$ cat config.mk
export PLATFORM = sky130hd
export DESIGN_NAME = audio_mix_sequencer
export DESIGN_NICKNAME = d
export VERILOG_FILES = /design/src/rtl/audio_mix_sequencer.sv
export SDC_FILE = /design/constraint.sdc
export NUM_CORES = 1
export LEC_CHECK = 0
export BUFFER_PORTS_ARGS = -buffer_cell sky130_fd_sc_hd__clkbuf_2
export CAP_MARGIN = 10
export CORE_ASPECT_RATIO = 2
export CORE_MARGIN = 5
export CORE_UTILIZATION = 51
export DETAILED_ROUTE_END_ITERATION = 7
export GPL_ROUTABILITY_DRIVEN = 0
export PLACE_DENSITY = 0.77
export SLEW_MARGIN = 5
export SYNTH_ARGS = -nofsm -noshare
export SYNTH_HDL_FRONTEND = slang
export SYNTH_SLANG_ARGS = --single-unit
$ cat constraint.sdc
create_clock -name audio_clk -period 1.78 [get_ports audio_clk]
set_input_delay 0.356 -clock audio_clk [delete_from_list [all_inputs] [get_ports audio_clk]]
set_output_delay 0.356 -clock audio_clk [all_outputs]
set_load 0.1 [all_outputs]
$ cat src/rtl/audio_mix_sequencer.sv
// Click-free mixing-mode sequencer: fades stereo audio to mute in 6 dB steps,
// switches the final filter's mixing select while muted, settles, then fades back in.
module audio_mix_sequencer #(
  parameter int         STEP_SAMPLES   = 64,
  parameter int         SETTLE_SAMPLES = 4,
  parameter logic [1:0] INIT_MIX       = 2'd0
) (
  input  logic               audio_clk,
  input  logic               reset_l,
  input  logic               sample_en,
  input  logic signed [15:0] left_in,
  input  logic signed [15:0] right_in,
  input  logic               mix_req,
  input  logic [1:0]         mix_sel,
  output logic               mix_ack,
  output logic               busy,
  output logic [1:0]         mixing,
  output logic signed [15:0] left_out,
  output logic signed [15:0] right_out,
  output logic               out_valid
);

  localparam int STEP_W   = (STEP_SAMPLES > 1) ? $clog2(STEP_SAMPLES) : 1;
  localparam int SETTLE_W = (SETTLE_SAMPLES > 1) ? $clog2(SETTLE_SAMPLES) : 1;
  localparam logic [STEP_W-1:0]   STEP_LAST   = STEP_W'(STEP_SAMPLES - 1);
  localparam logic [SETTLE_W-1:0] SETTLE_LAST = SETTLE_W'(SETTLE_SAMPLES - 1);

  typedef enum logic [2:0] {
    S_IDLE,
    S_FADE_OUT,
    S_SWITCH,
    S_SETTLE,
    S_FADE_IN
  } state_t;

  state_t              state_reg, state_next;
  logic [4:0]          att_reg, att_next;
  logic [STEP_W-1:0]   step_reg, step_next;
  logic [SETTLE_W-1:0] settle_reg, settle_next;
  logic [1:0]          mixing_reg, mixing_next;
  logic [1:0]          target_reg, target_next;
  logic                ack_reg, ack_next;
  logic                req_d_reg, req_q_reg;
  logic                out_valid_reg;
  logic                req_rise;

  // mix_req is captured first, then compared with its delayed copy
  assign req_rise = req_d_reg & ~req_q_reg;

  always_ff @(posedge audio_clk or negedge reset_l) begin
    if (!reset_l) begin
      state_reg     <= S_IDLE;
      att_reg       <= '0;
      step_reg      <= '0;
      settle_reg    <= '0;
      mixing_reg    <= INIT_MIX;
      target_reg    <= INIT_MIX;
      ack_reg       <= 1'b0;
      req_d_reg     <= 1'b0;
      req_q_reg     <= 1'b0;
      out_valid_reg <= 1'b0;
    end else begin
      state_reg     <= state_next;
      att_reg       <= att_next;
      step_reg      <= step_next;
      settle_reg    <= settle_next;
      mixing_reg    <= mixing_next;
      target_reg    <= target_next;
      ack_reg       <= ack_next;
      req_d_reg     <= mix_req;
      req_q_reg     <= req_d_reg;
      out_valid_reg <= sample_en;
    end
  end

  always_comb begin
    state_next  = state_reg;
    att_next    = att_reg;
    step_next   = step_reg;
    settle_next = settle_reg;
    mixing_next = mixing_reg;
    target_next = target_reg;
    ack_next    = 1'b0;
    case (state_reg)
      S_IDLE: begin
        if (req_rise) begin
          if (mix_sel == mixing_reg) begin
            ack_next = 1'b1;
          end else begin
            target_next = mix_sel;
            step_next   = '0;
            state_next  = S_FADE_OUT;
          end
        end
      end
      S_FADE_OUT: begin
        if (sample_en) begin
          if (step_reg == STEP_LAST) begin
            step_next = '0;
            att_next  = att_reg + 5'd1;
            if (att_reg == 5'd15) state_next = S_SWITCH;
          end else begin
            step_next = step_reg + STEP_W'(1);
          end
        end
      end
      S_SWITCH: begin
        mixing_next = target_reg;
        settle_next = '0;
        state_next  = S_SETTLE;
      end
      S_SETTLE: begin
        if (sample_en) begin
          if (settle_reg == SETTLE_LAST) begin
            step_next  = '0;
            state_next = S_FADE_IN;
          end else begin
            settle_next = settle_reg + SETTLE_W'(1);
          end
        end
      end
      S_FADE_IN: begin
        if (sample_en) begin
          if (step_reg == STEP_LAST) begin
            step_next = '0;
            att_next  = att_reg - 5'd1;
            if (att_reg == 5'd1) begin
              state_next = S_IDLE;
              ack_next   = 1'b1;
            end
          end else begin
            step_next = step_reg + STEP_W'(1);
          end
        end
      end
      default: state_next = S_IDLE;
    endcase
  end

  // Per-channel attenuator; uses the attenuation in force before any change on this edge
  logic signed [15:0] chan_in [2];
  logic signed [15:0] chan_out_reg [2];

  assign chan_in[0] = left_in;
  assign chan_in[1] = right_in;

  generate
    for (genvar gi = 0; gi < 2; gi++) begin : g_chan
      logic signed [15:0] shifted;
      assign shifted = chan_in[gi] >>> att_reg[3:0];

      always_ff @(posedge audio_clk or negedge reset_l) begin
        if (!reset_l) begin
          chan_out_reg[gi] <= '0;
        end else if (sample_en) begin
          chan_out_reg[gi] <= att_reg[4] ? 16'sd0 : shifted;
        end
      end
    end
  endgenerate

  assign left_out  = chan_out_reg[0];
  assign right_out = chan_out_reg[1];
  assign out_valid = out_valid_reg;
  assign mixing    = mixing_reg;
  assign mix_ack   = ack_reg;
  assign busy      = (state_reg != S_IDLE);

endmodule

==> Word-level counts from Yosys, hierarchy flattened <==
Index checks and enable logic that the tools add are counted.
{ "op_classes": {"reduce_logical": 11, "eq_ne": 21, "muxes": 34, "n_shift": 2, "bitwise_logic": 3, "n_addsub": 4} }
{ "op_table": {"columns": ["op", "n"], "rows": [
  ["$mux 6", 6],
  ["$mux 16", 2],
  ["$sshr 16x4->16", 2],
  ["$mux 3", 10],
  ["$ne 2x2->1 const B", 11],
  ["$mux 5", 4],
  ["$pmux 6 s3", 1],
  ["$pmux 3 s5", 1],
  ["$pmux 5 s2", 1],
  ["$reduce_and 10->1", 1],
  ["$add 6x1->6 const B", 1],
  ["$eq 3x2->1 const B", 2],
  ["$eq 6x6->1 const B", 1],
  ["$reduce_and 3->1", 2],
  ["$reduce_and 6->1", 1],
  ["$reduce_bool 3->1", 2],
  ["$add 5x1->5 const B", 1],
  ["$eq 5x1->1 const B", 1],
  ["$eq 5x4->1 const B", 1],
  ["$mux 1", 5],
  ["$reduce_and 5->1", 1],
  ["$sub 5x1->5 const B", 1],
  ["$mux 2", 2],
  ["$pmux 2 s2", 1],
  ["12 further kinds", 14]
]} }
{ "word_totals": {"in_bits": 38, "output_inout_bits": 37, "elab_cells": 87, "regBits": 56} }

==> Longest topological paths before layout <==
Gate-level depths: netlist of the first run.
{ "depth": {"word_depth": 5, "depth_mapped": 8, "depth_no_buf": 6} }

==> Worst setup path after synthesis of the first run <==
No wires, ideal clock.
{ "synth_path": {"kind": "reg2reg", "from": "register state_reg[1]", "to": "register state_reg[0]", "setup_ps": 125, "required_time_ps": 1655, "path_slack_ps": -488, "t_arrival_ps": 2143, "stages_incl_launch_ff": 7, "period_less_slack_ps": 2268, "n_path_buf": 1, "cell_sequence": "dfrtp_1 -> clkbuf_1 -> nor3_1 -> inv_1 -> o22ai_1 -> nor3_4 -> mux2_4"} }
{ "synth_between": {"elab_chain_cells": 3, "word_cells_on_any_way": 17, "cone_classes": "eq/ne (14); mux (1); reduce/logical (2)"} }
{ "synth_rtl": {"columns": ["element", "line", "source"], "rows": [
  ["start, declared", "36", "state_t state_reg, state_next;"],
  ["start signal, assigned", "63", "state_reg <= state_next;"],
  ["$eq 3x3->1 (tied with other cells)", "84", "case (state_reg)"],
  ["$ne 2x2->1 (no line)", null, null],
  ["$reduce_and 10->1 (no line)", null, null]
]} }
Parallel ways exist; a longest one is shown, timed or not.
A chain may end at the register's enable or synchronous reset.

==> Worst setup path after layout of the first run <==
{ "layout_path": {"from": "register att_reg[1]", "to": "register chan_out_reg, in the netlist right_out[5]"} }
{ "layout_between": {"elab_chain_cells": 2} }
{ "layout_rtl": {"columns": ["element", "line", "source"], "rows": [
  ["start, declared", "37", "logic [4:0] att_reg, att_next;"],
  ["start signal, assigned", "64", "att_reg <= att_next;"],
  ["$sshr 16x4->16", "150", "assign shifted = chan_in[gi] >>> att_reg[3:0];"],
  ["$mux 16", "156", "chan_out_reg[gi] <= att_reg[4] ? 16'sd0 : shifted;"],
  ["end signal, assigned by index", "156", null],
  ["end, declared", "142", "logic signed [15:0] chan_out_reg [2];"]
]} }
No other way between the ends.

==> flow_summary_export.csv, run 1 <==
group,metric,value,unit
run_status,outcome,"finished with violations",
run_status,failed_checks,"setup timing",
layout,fin_util,69.5,%
power,power_frac_seq,23.2,%
routing,wl,11400,microns
worst_setup_path,crit_type,"register to register",
clock_tree,cts_hold_buf,0,
floorplanning,row_count,45,
power,p_leak,2.54,nW
layout,syn_to_final_growth,33.2,%
synthesis,synth_edf_count,0,
power,pwr_density_cell,1470,mW/mm^2
clock_tree,clock-root-buffer,"clkbuf_16",
global_routing,gr-total-overflow,0,
synthesis,avgSynthCellArea,9.64,sq um
floorplanning,fp.coreArea,0.00760,sq mm
routing,ant_nets,0,
floorplanning,io_pins,75,
worst_setup_path,end_kind,"register",
timing,rsz0062_at_grt,"true",
power,p_sw_share,49.4,%
power,clkPwrFrac,12.9,%
synthesis,yosysWarnings,0,
timing,fmax,541,MHz
routing,first_pass_iters,4,
synthesis,yosysSeqAreaShare,35.4,%
floorplanning,dieArea,0.00974,sq mm
layout,design_area,0.00528,sq mm
synthesis,ys.flop_type,"dfrtp_1",
global_routing,grt_pass1_wl,18100,microns
routing,vias,3687,
power,intPower,3.92,mW
layout,layout_common_cells,"clkbuf_2 (73), buf_4 (59), dfrtp_1 (53)",
global_routing,grt_max_degree,57,
timing,drv_slew,0,
clock_tree,cts_buffers,5,
synthesis,netlist_instances,411,
run,drv_cap,0,
global_routing,antenna_found_initial,0,
global_routing,grt_use_total,23.4,%
floorplanning,fp.dieH,135,microns
placement,dp.cells,607,
placement,place_area,0.00482,sq mm
routing,drt_iter0_drc,253,
layout,diodes,0,
layout,fillCellCount,571,
worst_setup_path,crit_required,1.96,ns
power,finalPower,7.74,mW
clock_tree,clkTransAtPathRegs,0.07,ns
worst_hold_path,hp-class,"primary input to asynchronous set/reset pin",
clock_tree,clock_latency,0.30,ns
routing,post-route-drc-count,0,
timing,fin_crit_sh,104,%
timing,hold_viol,0,
synthesis,synth.ff_latch_count,56,
routing,vias_per_cell,5.85,
timing,worst_slew_pin_slew,0.570,ns
worst_setup_path,cp.arrival,2.03,ns
timing,fin_crit,1.85,ns
timing,setup_slack,-0.0679,ns
clock_tree,cts_tree,"yes",
placement,place_ws,-0.128,ns
worst_setup_path,worst-path-max-fanout,4,
timing,max-slew-margin-rel,62.2,%
floorplanning,start_util,52.1,%
timing,finClkSkew,0.00716,ns
floorplanning,dieWidth,72.3,microns
synthesis,synth_area,0.00396,sq mm
layout,drive_gt1_share,45.0,%
clock_tree,cts-htree-levels,2,
power,p_comb_share,63.9,%
placement,hpwl,8680,microns
power,ir_worst_vdd,0.813,mV
layout,fin_cells,630,
layout,final_nets,579,
layout,final_common_cell,"clkbuf_2",
synthesis,synth_nets,455,
placement,port_buffers,74,
synthesis,synthDistinctLibCells,57,
clock_tree,clock_sinks,56,
global_routing,grt_pass1_vias,3655,
worst_setup_path,critPathLaunchType,"register",
power,p_sw,3.82,mW
routing,wire_per_inst,18.1,microns
synthesis,async_reset_ff_share,100,%
timing,setup_viol,4,
clock_tree,clk_path_buf_depth,2,
metrics by stage:
stage                     hold slack (ns)  setup TNS [ns]
after floorplan                    0.0604         -0.0669
final                              0.0429          -0.164
after CTS                          0.0670         -0.0961
after detailed placement            0.364          -0.304
after global routing               0.0796          -0.679
after global placement              0.367         -0.0798
cell type report:
cell class	count	area (sq um)	share of cell area [%]
Sequential cell	56	1410	26.7
Clock buffer	5	125	2.37
Clock inverter	3	21.3	0.403
Tap cell	94	118	2.23
Inverter	39	153	2.89
Multi-Input combinational cell	285	2410	45.6
Timing Repair Buffer	148	1040	19.8
per-layer routing:
layer / wire (microns) / up-vias / track usage [%]
met5: 0 / - / 0
met4: 307 / 0 / 8.58
met3: 380 / 21 / 2.16
met1: 4240 / 1815 / 26.6
li1: - / 1734 / -
met2: 6460 / 117 / 43.8
cells by family after synthesis:
| logic type | count (synthesis) | synth area share (%) |
|---|---|---|
| AO/OA/AOI/OAI | 98 | 15.8 |
| XOR/XNOR | 7 | 1.55 |
| adder cells (fa/ha/maj) | 6 | 1.89 |
| buffers and inverters | 70 | 7.89 |
| flip-flops | 56 | 35.4 |
| multiplexers | 73 | 24.6 |
| AND/OR/NAND/NOR | 101 | 12.9 |
power groups by stage:
stage | logic [mW] | clock network [mW] | registers [mW]
6_report | 4.94 | 0.997 | 1.80
5_1_grt | 5.22 | 1.07 | 1.83
4_1_cts | 4.53 | 1.01 | 1.80
3_5_place_dp | 4.48 | 0 | 1.83
3_3_place_gp | 4.39 | 0 | 1.81
2_1_floorplan | 1.90 | 0 | 3.29
synth_stat cells (2+ instances only):
cell       count  share of area, %
clkinv_1       2              0.19
dfrtp_1       56                35
nor2_1        18               1.7
clkbuf_1      13               1.2
a21o_1         4              0.76
nand2_1       30               2.8
buf_4          5              0.95
mux2i_1       33               8.3
o22ai_1       16               2.5
a21oi_1       20               2.5
xnor2_1        5               1.1
ha_1           6               1.9
o211ai_1       2              0.38
nor3_1         5              0.63
and3_1         5              0.79
mux2_2        19               5.4
buf_1          3              0.28
xor2_1         2              0.44
nand3_1       15               1.9
buf_6          3              0.85
mux2_4         4               1.5
nor2b_1        8               1.3
o32ai_1        3              0.66
a22o_1         3              0.66
nor4_1         2              0.32
or2_2          2              0.32
o21ai_0       26               3.3
o21ai_1        7              0.88
nand2b_1       4              0.63
a32o_1         3              0.76
inv_1         36               3.4
nand4_1        2              0.32
a2111oi_0      2              0.44
mux4_2        16               9.1
a211oi_1       3              0.57
buf_2          7              0.88
repair_timing:
item	4_1_cts	5_1_grt
endpoints found under the setup margin	16	29
gates cloned	0	3
resized for setup	8	42
pin swaps	1	7
buffers inserted	1	11
final timing paths:
kind | slack, ns | start | depth (start not counted) | end
setup / recovery | -0.07 | att_reg[1]$_DFFE_PN0P_ | 6 | right_out[5]$_DFFE_PN0P_
hold / removal | 0.04 | reset_l | 2 | mix_ack$_DFF_PN0_
setup reg to reg | -0.07 | att_reg[1]$_DFFE_PN0P_ | 6 | right_out[5]$_DFFE_PN0P_
hold reg to reg | 0.38 | req_d_reg$_DFF_PN0_ | 0 | req_q_reg$_DFF_PN0_
max in group asynchronous | 1.44 | reset_l | 2 | mixing[0]$_DFFE_PN0N_
min in group audio_clk | 0.16 | mix_req | 1 | req_d_reg$_DFF_PN0_
worst max-delay path, cell delays in order, from the launching register on:
cell	delay (ns)
dfrtp_2	0.42
buf_6	0.14
buf_6	0.11
mux2_4	0.31
mux4_2	0.48
o21ai_2	0.19
o21ai_1	0.08
No activity file was read; power rests on OpenSTA's default activity.
==> run 2: changes to the inputs <==
SETUP_SLACK_MARGIN = 0.02   (was not set)
SLEW_MARGIN = 20   (was 5)
==> run 2 against run 1 <==
Compared with the run above: the run still ends with setup timing left; worst setup slack lost 0.0097 ns; core utilization grew 1.3 points; register-to-register slack is essentially flat; worst hold slack is essentially flat; power grew 2.2%; cell count grew 1.6%; global-route usage is essentially flat; critical path depth is the same; highest routed layer unchanged; clock power is essentially flat; wire length grew 4.5%; flip-flop and latch count is the same; design area grew 1.9%.
==> flow_summary_export.csv, run 2 (synthesis results as in run 1) <==
group,metric,value,unit
placement,place_ws,-0.128,ns
routing,vias,3816,
worst_setup_path,slowest_stage,"mux4_2",
clock_tree,clk_path_buf_depth,2,
power,pwr_density_cell,1470,mW/mm^2
worst_setup_path,reg2reg_depth,6,
run,drv_cap,0,
routing,drt_iter0_drc,307,
layout,final_common_cell,"clkbuf_2",
layout,final_nets,589,
clock_tree,clock-root-buffer,"clkbuf_16",
worst_setup_path,slowest_delay,0.48,ns
timing,fin_crit,1.86,ns
floorplanning,start_util,52.1,%
timing,drv_slew,0,
routing,vias_per_cell,5.96,
layout,fillCellCount,551,
floorplanning,io_pins,75,
worst_setup_path,crit_required,1.96,ns
worst_setup_path,critical_path.most_common_cell,"buf_6",
worst_hold_path,hp-class,"primary input to asynchronous set/reset pin",
timing,hold_viol,0,
run_status,outcome,"finished with violations",
global_routing,grt_use_total,23.4,%
layout,syn_to_final_growth,35.8,%
global_routing,antenna_found_initial,0,
power,ir_worst_vdd,0.832,mV
placement,hpwl,8680,microns
worst_setup_path,worstPathCellList,"buf_6 -> buf_6 -> mux2_4 -> mux4_2 -> o21ai_2 -> o21ai_1",
layout,diodes,0,
timing,max-slew-margin-rel,62.5,%
clock_tree,cts_hold_buf,0,
routing,wl,11900,microns
worst_setup_path,cp.arrival,2.03,ns
timing,setup_slack,-0.0776,ns
clock_tree,clkTransAtPathRegs,0.07,ns
global_routing,grt_pass1_vias,3666,
routing,first_pass_iters,4,
timing,setup_viol,5,
timing,fmax,538,MHz
timing,fin_crit_sh,104,%
worst_setup_path,critPathLaunchType,"register",
run_status,failed_checks,"setup timing",
layout,drive_gt1_share,47.1,%
clock_tree,clock_latency,0.30,ns
layout,fin_util,70.8,%
worst_setup_path,end_kind,"register",
clock_tree,cts_tree,"yes",
routing,ant_nets,0,
power,p_leak,2.59,nW
floorplanning,dieArea,0.00974,sq mm
floorplanning,fp.dieH,135,microns
floorplanning,row_count,45,
floorplanning,dieWidth,72.3,microns
global_routing,grt_pass1_wl,18100,microns
timing,finClkSkew,0.00762,ns
placement,port_buffers,74,
floorplanning,fp.coreArea,0.00760,sq mm
clock_tree,cts-htree-levels,2,
global_routing,grt_max_degree,57,
worst_setup_path,worst-path-max-fanout,5,
timing,worst_slew_pin_slew,0.565,ns
clock_tree,cts_buffers,5,
clock_tree,clock_sinks,56,
global_routing,gr-total-overflow,0,
routing,post-route-drc-count,0,
routing,wire_per_inst,18.6,microns
layout,layout_common_cells,"clkbuf_2 (73), buf_4 (68), dfrtp_1 (53)",
timing,rsz0062_at_grt,"true",
worst_setup_path,crit_type,"register to register",
==> run 2: cell types whose count changed in the layout (fill, tap and decap cells not counted), moves of 2 or more <==
cell and delta:
buf_4 +9, mux2i_1 -3, mux2i_2 +3, nor2_1 -2, nor2_2 +2, o21ai_0 -2
==> run 2: area by class of cell <==
type | instances | area, sq um | area share, %
Multi-Input combinational cell | 285 | 2430 | 45.2
Sequential cell | 56 | 1410 | 26.2
Timing Repair Buffer | 158 | 1120 | 20.9
Inverter | 39 | 153 | 2.84
Clock buffer | 5 | 125 | 2.32
Tap cell | 94 | 118 | 2.19
Clock inverter | 3 | 21.3 | 0.395
==> run 2: timing repair <==
| action | 4_1_cts | 5_1_grt |
|---|---|---|
| pin swaps | 3 | 15 |
| gates resized for setup | 15 | 45 |
| gates cloned | 0 | 4 |
| setup buffers | 1 | 20 |
| endpoints found under the setup margin | 17 | 32 |
==> run 2: stage by stage <==
step           hold slack [ns]  power [mW]  TNS [ns]  area [sq um]  cells
6_report                0.0429        7.91    -0.294          5380    640
5_1_grt                 0.0798        8.28    -0.978          5380    640
4_1_cts                 0.0670        7.38   -0.0953          5040    616
3_5_place_dp             0.364        6.30    -0.304          4820    607
3_3_place_gp             0.367        6.20   -0.0798          4820    607
2_1_floorplan           0.0604        5.19   -0.0669          4030    411
==> run 2: per-layer routing <==
| layer | vias to the layer above | global-route usage [%] | wire length, microns |
|---|---|---|---|
| met5 | - | 0 | 0 |
| met4 | 0 | 8.79 | 397 |
| met3 | 35 | 2.16 | 407 |
| met2 | 146 | 43.8 | 6710 |
| met1 | 1883 | 26.7 | 4380 |
| li1 | 1752 | - | - |
==> run 2: path summary, 6_finish.rpt <==
check                                             from                        to  slack, ns
worst max-delay path            att_reg[1]$_DFFE_PN0P_  right_out[5]$_DFFE_PN0P_      -0.08
worst min-delay path                           reset_l         mix_ack$_DFF_PN0_       0.04
worst max register to register  att_reg[1]$_DFFE_PN0P_  right_out[5]$_DFFE_PN0P_      -0.08
worst min register to register     req_d_reg$_DFF_PN0_       req_q_reg$_DFF_PN0_       0.38
max in group asynchronous                      reset_l     mixing[0]$_DFFE_PN0N_       1.44
min in group audio_clk                         mix_req       req_d_reg$_DFF_PN0_       0.16
==> run 2: where the power goes <==
part           internal (mW)  switching, mW
Sequential              1.58          0.220
Combinational           1.92           3.20
Clock                  0.525          0.471
Total                   4.02           3.89
==> run 2: critical path: cells and delay by family (launching register included) <==
family,cells,cell delay [ns]
DFF,1,0.42
AOI/OAI and AO/OA,2,0.27
buffers and inverters,2,0.25
muxes,2,0.79
==> run 3: changes to the inputs <==
CORE_MARGIN = 2   (was 5)
==> run 3 against run 2 <==
Compared with the run above: the run still ends with setup timing left; critical endpoint is now right_out[0]$_DFFE_PN0P_; critical path type unchanged; die area is 12% lower; clock power about the same; flip-flop and latch count is the same; non-clock buffer count shrank 8; largest power group unchanged; fmax decreased by 0.61%.
==> flow_summary_export.csv, run 3 (synthesis results as in run 1) <==
group,metric,value,unit
timing,hold_viol,0,
routing,first_pass_iters,5,
timing,rsz0062_at_grt,"true",
layout,diodes,0,
power,p_leak,2.58,nW
clock_tree,cts-htree-levels,2,
floorplanning,dieArea,0.00853,sq mm
layout,final_nets,581,
timing,setup_slack,-0.0891,ns
placement,place_area,0.00484,sq mm
timing,worst_slew_pin_slew,0.749,ns
worst_setup_path,critPathBufInv,1,
worst_setup_path,critPathLaunchType,"register",
floorplanning,dieWidth,66.3,microns
global_routing,grt_pass1_wl,19400,microns
power,power_frac_seq,22.6,%
power,p_comb_share,64.9,%
clock_tree,clock-root-buffer,"clkbuf_16",
routing,vias,3885,
worst_setup_path,crit_start,"att_reg[1]$_DFFE_PN0P_",
placement,port_buffers,74,
global_routing,grt_pass1_vias,4000,
worst_setup_path,r2r_start,"att_reg[1]$_DFFE_PN0P_",
routing,vias_per_cell,6.15,
layout,final_common_cell,"clkbuf_2",
floorplanning,fp.dieH,129,microns
routing,ant_nets,0,
worst_setup_path,cp.arrival,2.05,ns
layout,drive_gt1_share,48.9,%
placement,place_ws,-0.112,ns
power,clkPwrFrac,12.5,%
floorplanning,io_pins,75,
timing,fin_crit_sh,105,%
routing,post-route-drc-count,0,
run_status,outcome,"finished with violations",
power,ir_worst_vdd,1.09,mV
power,p_sw_share,49.7,%
floorplanning,start_util,52.5,%
clock_tree,cts_buffers,5,
run_status,failed_checks,"setup timing",
global_routing,grt_use_met3,4.11,%
worst_setup_path,reg2reg_depth,6,
global_routing,antenna_found_initial,0,
layout,syn_to_final_growth,38.1,%
clock_tree,clk_path_buf_depth,2,
routing,wire_per_inst,19.9,microns
global_routing,met2_usage,53.8,%
clock_tree,clkTransAtPathRegs,0.08,ns
layout,layout_common_cells,"clkbuf_2 (73), buf_4 (62), dfrtp_1 (49)",
power,pwr_density_cell,1480,mW/mm^2
timing,hold_slack,0.109,ns
layout,design_area,0.00547,sq mm
global_routing,grt.busiest_layer,"met2",
power,intPower,4.07,mW
clock_tree,clock_latency,0.30,ns
worst_setup_path,rrSetupSlack,-0.09,ns
power,p_sw,4.02,mW
worst_setup_path,critical_path.most_common_cell,"mux2_4",
worst_setup_path,crit_required,1.96,ns
timing,finClkSkew,0.00895,ns
worst_setup_path,worst-path-max-fanout,4,
worst_setup_path,crit_type,"register to register",
timing,max-slew-margin-rel,50.1,%
timing,drv_slew,0,
timing,fin_crit,1.87,ns
worst_setup_path,slowest_stage,"mux4_2",
timing,finalSetupTns,-0.312,ns
clock_tree,cts_tree,"yes",
clock_tree,cts_hold_buf,0,
worst_setup_path,worstPathCellList,"buf_6 -> mux2_4 -> mux2_4 -> mux4_2 -> nand2_1 -> o21ai_1",
worst_setup_path,path_delay_family,"multiplexers",
worst_hold_path,hp-class,"primary input to asynchronous set/reset pin",
global_routing,globalRouteMet1Util,30.1,%
clock_tree,clock_sinks,56,
worst_setup_path,slowest_delay,0.46,ns
routing,drt_iter0_drc,260,
timing,setup_viol,9,
global_routing,grt_use_total,29.6,%
routing,wl,12600,microns
run,drv_cap,0,
worst_setup_path,end_kind,"register",
timing,fmax,535,MHz
worst_setup_path,reg2reg_to,"right_out[0]$_DFFE_PN0P_",
floorplanning,fp.coreArea,0.00754,sq mm
floorplanning,row_count,45,
global_routing,gr-total-overflow,0,
placement,hpwl,8870,microns
global_routing,grt_max_degree,27,
run 3: changes by cell type in the layout (fill, tap and decap cells not counted), moves of 3 or more:
cell	change
dfrtp_2	+4
o21ai_1	+3
dfrtp_1	-4
buf_6	-3
mux2i_4	+5
a21oi_2	+5
buf_4	-6
mux2i_1	-4
a21oi_1	-5
run 3: worst reg2reg max path, delay by kind of cell, from the launching register on:
kind	cells	cell delay, ns
muxes	3	1.04
DFF	1	0.43
buffers and inverters	1	0.14
and+or+nand+nor	1	0.08
AOI/OAI and AO/OA	1	0.06
run 3: worst max-delay path by stage:
stage | slack [ns] | endpoint | cells past startpoint
global route | -0.17 | left_out[0]$_DFFE_PN0P_ | 7
global placement | -0.02 | right_out[5]$_DFFE_PN0P_ | 5
detailed placement | -0.11 | right_out[0]$_DFFE_PN0P_ | 7
CTS | -0.04 | right_out[4]$_DFFE_PN0P_ | 6
finish | -0.09 | right_out[0]$_DFFE_PN0P_ | 6
floorplan | -0.03 | state_reg[0]$_DFFE_PN0P_ | 8
run 3: per-stage QoR:
step	power (mW)	cells	util (%)
CTS	7.69	627	69.0
global route	8.41	632	72.5
global placement	6.27	607	64.2
floorplan	5.19	411	-
finish	8.09	632	72.5
detailed placement	6.37	607	64.2
run 3: metal layers:
layer / up-vias / share of wire [%] / wire length [microns]
li1: 1733 / - / -
met1: 1872 / 34 / 4250
met2: 215 / 55 / 6920
met3: 65 / 4.9 / 613
met4: 0 / 6.2 / 783
met5: - / 0 / 0
run 3: repair_timing:
action                     CTS  global route
cloned                       1             1
pin swaps                    7            22
resized for setup           26            57
buffers inserted            11             5
setup endpoints to repair   19            35
run 3: final cells by class:
class / instances / area (sq um)
flip-flops and latches: 56 / 1420
repair buffers: 150 / 1080
well taps: 94 / 118
fillers: 533 / 2070
inverters: 39 / 154
multi-input cells: 285 / 2560
clock inverters: 2 / 16.3
clock buffers: 6 / 129
run 3: power groups by stage:
stage | sequential (mW) | clock [mW] | combinational [mW]
finish | 1.83 | 1.01 | 5.24
global route | 1.86 | 1.06 | 5.48
CTS | 1.81 | 1.03 | 4.85
detailed placement | 1.85 | 0 | 4.52
global placement | 1.83 | 0 | 4.44
floorplan | 3.29 | 0 | 1.90
